`config.mk`:
```
export PLATFORM = sky130hd
export DESIGN_NAME = plane_motion
export DESIGN_NICKNAME = d
export VERILOG_FILES = /design/src/rtl/plane_motion.sv
export SDC_FILE = /design/constraint.sdc
export NUM_CORES = 1
export LEC_CHECK = 0
export BUFFER_PORTS_ARGS = -buffer_cell sky130_fd_sc_hd__buf_2
export CAP_MARGIN = 20
export CORE_MARGIN = 1
export CORE_UTILIZATION = 45
export CTS_CLUSTER_SIZE = 25
export DETAILED_ROUTE_END_ITERATION = 12
export PLACE_DENSITY = 0.73
export SLEW_MARGIN = 20
export SYNTH_ARGS = -nofsm -noshare
export SYNTH_HDL_FRONTEND = slang
export SYNTH_SLANG_ARGS = --single-unit
```
`constraint.sdc`:
```
create_clock -name clk -period 5.9 [get_ports clk]
set_clock_uncertainty 0.2 [all_clocks]
set_input_delay 1.18 -clock clk [delete_from_list [all_inputs] [get_ports clk]]
set_output_delay 1.18 -clock clk [all_outputs]
set_load 0.05 [all_outputs]
```
`src/rtl/plane_motion.sv`:
```
// ============================================================================
//  Module   : plane_motion
//  Purpose  : Frame-rate position controller for the player plane. Samples
//             the direction buttons once per frame, produces the clamped
//             top-left origin poX/poY, and runs the fly/crash/respawn
//             sequence with a blinking visible gate while crashed.
//  Options  : PLANE_WRAP_EN - when defined, X wraps around the screen edges
//             instead of clamping (Y always clamps).
//  Revision : 1.0 - initial release
// ============================================================================
`default_nettype none

module plane_motion #(
  parameter int SCR_W        = 640,
  parameter int SCR_H        = 480,
  parameter int PLANE_W      = 40,
  parameter int PLANE_H      = 40,
  parameter int STEP         = 2,
  parameter int START_X      = 20,
  parameter int START_Y      = 220,
  parameter int CRASH_FRAMES = 60
) (
  input  logic        clk,
  input  logic        rst,
  input  logic        frame_tick,
  input  logic        start,
  input  logic        btn_up,
  input  logic        btn_down,
  input  logic        btn_left,
  input  logic        btn_right,
  input  logic        hit,
  output logic [10:0] poX,
  output logic [10:0] poY,
  output logic        visible,
  output logic [1:0]  state
);

  typedef enum logic [1:0] {
    IDLE  = 2'd0,
    FLY   = 2'd1,
    CRASH = 2'd2
  } state_t;

  // Coordinate limits, kept one bit wider than the outputs so that a
  // subtraction below zero shows up as bit 11 set.
  localparam logic [11:0] X_MAX    = 12'(SCR_W - PLANE_W);
  localparam logic [11:0] Y_MAX    = 12'(SCR_H - PLANE_H);
  localparam logic [10:0] X_MAX_11 = 11'(SCR_W - PLANE_W);
  localparam logic [10:0] Y_MAX_11 = 11'(SCR_H - PLANE_H);
  localparam logic [11:0] STEP_12  = 12'(STEP);
  localparam logic [10:0] START_X_11 = 11'(START_X);
  localparam logic [10:0] START_Y_11 = 11'(START_Y);
  localparam logic [8:0]  CRASH_LAST = 9'(CRASH_FRAMES - 1);

  state_t      st;
  logic        hit_latch;
  logic [7:0]  crash_cnt;

  logic [11:0] x_sum;
  logic [11:0] y_sum;
  logic [10:0] x_new;
  logic [10:0] y_new;
  logic [7:0]  cnt_inc;
  logic        crash_done;

  assign state = st;

  // Raw per-axis step: opposing buttons cancel, so only a single press moves.
  always_comb begin
    x_sum = {1'b0, poX};
    y_sum = {1'b0, poY};
    if (btn_right && !btn_left) begin
      x_sum = {1'b0, poX} + STEP_12;
    end else if (btn_left && !btn_right) begin
      x_sum = {1'b0, poX} - STEP_12;
    end
    if (btn_down && !btn_up) begin
      y_sum = {1'b0, poY} + STEP_12;
    end else if (btn_up && !btn_down) begin
      y_sum = {1'b0, poY} - STEP_12;
    end
  end

  // Bound the stepped coordinates; bit 11 set means the step went below zero.
  always_comb begin
    x_new = x_sum[10:0];
    y_new = y_sum[10:0];
`ifdef PLANE_WRAP_EN
    if (x_sum[11]) begin
      x_new = X_MAX_11;
    end else if (x_sum > X_MAX) begin
      x_new = 11'd0;
    end
`else
    if (x_sum[11]) begin
      x_new = 11'd0;
    end else if (x_sum > X_MAX) begin
      x_new = X_MAX_11;
    end
`endif
    if (y_sum[11]) begin
      y_new = 11'd0;
    end else if (y_sum > Y_MAX) begin
      y_new = Y_MAX_11;
    end
  end

  // Crash timer: the tick that brings the counter to CRASH_FRAMES-1 ends it.
  // Compared with >= so a one-frame crash still terminates on its first tick.
  always_comb begin
    cnt_inc    = crash_cnt + 8'd1;
    crash_done = ({1'b0, cnt_inc} >= CRASH_LAST);
  end

  // Fly/crash/respawn sequencer with registered position and visibility.
  always_ff @(posedge clk or posedge rst) begin
    if (rst) begin
      st        <= IDLE;
      poX       <= START_X_11;
      poY       <= START_Y_11;
      visible   <= 1'b1;
      crash_cnt <= 8'd0;
      hit_latch <= 1'b0;
    end else begin
      case (st)
        IDLE: begin
          if (start) begin
            st <= FLY;
          end
        end

        FLY: begin
          if (frame_tick) begin
            if (hit_latch || hit) begin
              st        <= CRASH;
              hit_latch <= 1'b0;
              crash_cnt <= 8'd0;
              visible   <= 1'b1;
            end else begin
              poX <= x_new;
              poY <= y_new;
            end
          end else if (hit) begin
            hit_latch <= 1'b1;
          end
        end

        CRASH: begin
          if (frame_tick) begin
            if (crash_done) begin
              st        <= IDLE;
              poX       <= START_X_11;
              poY       <= START_Y_11;
              visible   <= 1'b1;
              crash_cnt <= 8'd0;
            end else begin
              crash_cnt <= cnt_inc;
              visible   <= ~cnt_inc[3];
            end
          end
        end

        default: begin
          st        <= IDLE;
          hit_latch <= 1'b0;
          crash_cnt <= 8'd0;
          visible   <= 1'b1;
        end
      endcase
    end
  end

endmodule

`default_nettype wire

```
# ---- Word-level counts from Yosys, hierarchy flattened
# Cells that the tools add are included.
dict set report op_classes {
  n_reduce_logical 16
  bitwise 3
  n_lt_le_gt_ge 3
  add_sub_neg 5
  n_eq_ne 10
  mux 38
}
# cell count
set ops {}
lappend ops {{$mux W11} 12}
lappend ops {{$mux W12} 4}
lappend ops {{$pmux W11 S2} 2}
lappend ops {{$mux W8} 4}
lappend ops {{$add A11 B2 Y12 const B} 2}
lappend ops {{$pmux W8 S3} 1}
lappend ops {{$sub A11 B2 Y12 const B} 2}
lappend ops {{$gt A12 B10 Y1 const B} 1}
lappend ops {{$gt A12 B9 Y1 const B} 1}
lappend ops {{$ne A2 B2 Y1 const B} 6}
lappend ops {{$mux W2} 5}
lappend ops {{$reduce_and A5 Y1} 2}
lappend ops {{$add A8 B1 Y8 const B} 1}
lappend ops {{$ge A8 B6 Y1 const B} 1}
lappend ops {{$mux W1} 7}
lappend ops {{$ne A3 B3 Y1 const B} 2}
lappend ops {{$pmux W2 S3} 1}
lappend ops {{$logic_and A1 B1 Y1} 4}
lappend ops {{$logic_not A1 Y1} 4}
lappend ops {{$reduce_and A4 Y1} 1}
lappend ops {{$not A1 Y1} 3}
lappend ops {{$pmux W1 S3} 1}
lappend ops {{$reduce_and A3 Y1} 1}
lappend ops {{$eq A2 B1 Y1 const B} 1}
lappend ops {{6 further kinds} 6}
dict set report totals {
  inputBits 9
  ff_bits 34
}

# ---- Longest topological paths before layout
dict set report logic_depth {
  ltp_word 10
  ltp_mapped 10
  mapped_depth_nobuf 9
}

# ---- Least setup slack after synthesis
# Ideal clock, no wire load.
dict set report synth_path {
  path_kind {input port to flip-flop}
  from {in btn_right}
  to {reg poX[7]}
  setup_time_ps 70
  slack_ps 2416
  stages 7
  t_arrival_ps 3215
  path_buffers 0
  path_cell_list {or3b_1 or4_1 a21boi_1 nor4_4 a211o_1 or4_1 nand3_1}
}
dict set report synth_between {
  elab_chain_cells 10
}
# element line
set synth_rtl {}
lappend synth_rtl {{start: declaration} 30} ;# input logic btn_right,
lappend synth_rtl {{$logic_not A1 Y1} 74} ;# end else if (btn_left && !btn_right) begin
lappend synth_rtl {{$logic_and A1 B1 Y1} 74}
lappend synth_rtl {{$mux W12} 74}
lappend synth_rtl {{$mux W12 *} 72} ;# if (btn_right && !btn_left) begin
lappend synth_rtl {{$gt A12 B10 Y1} 97} ;# end else if (x_sum > X_MAX) begin
lappend synth_rtl {{$mux W11} 97}
lappend synth_rtl {{$mux W11 *} 95} ;# if (x_sum[11]) begin
lappend synth_rtl {{$mux W11 *} 134} ;# if (hit_latch || hit) begin
lappend synth_rtl {{$mux W11 *} 133} ;# if (frame_tick) begin
lappend synth_rtl {{$pmux W11 S2 *} 125} ;# case (st)
lappend synth_rtl {{end signal: assignment} 140} ;# poX <= x_new;
lappend synth_rtl {{end: declaration} 32} ;# output logic [10:0] poX,
# Every way passes the cells marked *; elsewhere a longest branch is shown, timed or not. The select of a mux whose other input is x is not followed.
# A chain may end at the register's enable or synchronous reset.

# ---- Final worst setup path
# Same ends and word-level chain as after synthesis.

==> out/qor.yml <==
setup.worst_path.end_class: "register"
setup_viol: 0
status: "completed"
critical_path_class: "input pin to register"
final_max_slew_viol_count: 0
ir_worst_vdd_v: 0.000332
syn_inst: 305
drive_above_1_share_pct: 18.9
dieArea_sq_um: 5940
grt_pass1_vias: 2145
antenna_found_initial: 0
ys_warn_count: 0
syn2layout_area_growth_pct: 12.3
synth_enable_flop_cells: 0
place_area_sq_um: 2740
holdWs_ns: 0.317
cts_root_buf: "clkbuf_8"
finalSetupTns_ns: 0
htree_num_levels: 2
cts_inserted_buffers: 5
routed.top_layer: "met4"
wl_met3_um: 333
core-area_sq_um: 5270
fin_crit_sh_pct: 58.8
maxCapViolCount: 0
hold_class: "register to register"
power_leakage_nw: 1.22
ios: 34
ys_types: 68
fin_area_sq_um: 2850
power.density_nw_per_um2: 491
n_fill_cell: 484
startpoint_type: "input pin"
met1_length_um: 2730
final_core_util_pct: 54.1
drt_iter0_drc: 234
ctsHoldBuffers: 0
synth_area_leaders: "dfrtp_1 24%, dfstp_2 8.3%, ha_1 4.4%, nand2_1 4.0%, nor2_1 3.8%"
path_clk_slew_ns: 0.07
clockBufferDepth: 2
avgSynthCellArea_sq_um: 8.32
grt-ovfl-total: 0
start_util_pct: 48.1
detail_route.vias_per_cell: 5.98
insertedDiodeCount: 0
wl_per_cell_um: 14.4
drc: 0
netlist_area_sq_um: 2540
post_cts_buffers: 0
via_count: 2417
ys_dominant_reg_cell: "dfrtp_1"
ant_nets: 0
cp.arrival_ns: 3.50
rsz0062_at_grt: "false"
slew_headroom_pct: 47.0
dp.final_hpwl_um: 4180
synthArstFlopShare_pct: 100
grtUsageTotal_pct: 20.7
cts_tree: "yes"
rows: 26
hold_viol: 0
nets: 351
tightestPinTransition_ns: 0.792
fp.dieW_um: 77.1
routabilityCongestion: 0.890
drt-total-wl_um: 5820
cp.required_ns: 5.93
path_max_fanout: 8
synth.ff_latch_count: 32
die_h_um: 77.1
worstSkewPairLatency_ns: 0.29
cts_resized: 0
grt_max_degree: 33
cts_sinks: 32
portBuffers: 31
wl_met2_um: 2690
regArea_sq_um: 811
grt_pass1_wl_um: 9890
drt-pass1-iter-count: 4
fmax_ghz: 0.288
finalCriticalPeriod_ns: 3.47
multi_input_area_sq_um: 1630
yosysTopAreaCell: "dfrtp_1"
synth_top_area_share_pct: 23.7
yosysSeqAreaShare_pct: 32.0
## Yosys cell counts, drive strengths merged (3+ instances only)
master	instances
and3	5
dfstp	8
and2	10
mux2i	3
clkbuf	10
or2	3
nand2	27
a311oi	4
nand2b	6
xor2	6
nor3	9
xnor2	5
nand3b	4
nor2b	9
nand3	9
a21oi	19
o31ai	3
or4	5
o22ai	3
a22oi	3
dfrtp	24
ha	9
a21boi	4
or3	6
nor2	26
a211oi	4
nor4	5
inv	12
o21ai	15
o211ai	6
a31oi	4
## layer usage
layer,vias to the layer above,GRT usage [%]
li1,1181,-
met5,-,0
met4,0,4.72
met2,68,33.3
met1,1160,28.1
met3,8,4.76
## critical path: stages
cell and delay, ns:
buf_2 0.14, or3b_1 0.42, or4_1 0.51, a21boi_1 0.30, nor4_4 0.06, a211o_1 0.38
or4_1 0.42, nand3_1 0.10
## power by group
part | internal [W] | total (W) | switching (W)
Clock | 0.000125 | 0.000212 | 0.0000870
Sequential | 0.000302 | 0.000406 | 0.000104
Combinational | 0.000255 | 0.000779 | 0.000524
## registers in the layout, indices dropped and copies added (netlist names)
signal	flops
hit_latch	1
poY	10
visible	1
poX	10
state	2
crash_cnt	8
## final timing paths
check                      slack (ns)                       end  cells past startpoint                start
max                              2.43        poX[7]$_DFFE_PP0P_                      8            btn_right
min                              0.32       visible$_DFFE_PP1P_                      1  visible$_DFFE_PP1P_
max reg2reg                      2.74        poY[3]$_DFFE_PP1P_                      9   poY[1]$_DFFE_PP0P_
min reg2reg                      0.32       visible$_DFFE_PP1P_                      1  visible$_DFFE_PP1P_
max in group asynchronous        4.41        poY[3]$_DFFE_PP1P_                      3                  rst
min in group asynchronous        0.76  crash_cnt[0]$_DFFE_PP0P_                      3                  rst
## cells by family after synthesis
kind of cell             count (synthesis)  synth area share (%)
AND/OR/NAND/NOR                        139                  31.5
AO/OA/AOI/OAI                           84                  22.2
flip-flops                              32                  32.0
buffers and inverters                   24                  3.85
XOR/XNOR                                11                  3.80
adder cells (fa/ha/maj)                  9                  4.44
multiplexers                             5                  2.07
other                                    1                 0.148
## placed cells by master, fill, tap and decap left out, types with 5 or more instances in the layout
cell type | Yosys | routed
a21oi_1 | 19 | 19
nor3_1 | 9 | 9
o21ai_0 | 13 | 13
nand2b_1 | 6 | 6
nand3_1 | 9 | 9
nor2b_1 | 9 | 9
xnor2_1 | 5 | 5
o211ai_1 | 6 | 6
nor2_1 | 26 | 26
xor2_1 | 6 | 6
buf_2 | 0 | 31
inv_1 | 12 | 12
dfstp_2 | 8 | 8
ha_1 | 9 | 9
nand2_1 | 27 | 27
clkbuf_8 | 0 | 5
or3_1 | 5 | 5
and2_1 | 8 | 8
dfrtp_1 | 24 | 24
## final cells by class
class | instances | area share (%)
multi-input combinational | 250 | 57.3
clock inverter | 3 | 1.49
inverter | 12 | 1.58
tap | 70 | 3.07
clock buffer | 5 | 2.42
sequential | 32 | 28.5
timing repair buffer | 32 | 5.71
## stage by stage
step | total power, W | setup slack (ns) | cells
2_1_floorplan | 0.00102 | 2.42 | 306
3_3_place_gp | 0.00118 | 2.21 | 396
3_5_place_dp | 0.00118 | 2.14 | 396
4_1_cts | 0.00140 | 2.44 | 404
5_1_grt | 0.00150 | 2.27 | 404
6_report | 0.00140 | 2.43 | 404
Power figures use the tool's default switching activity.
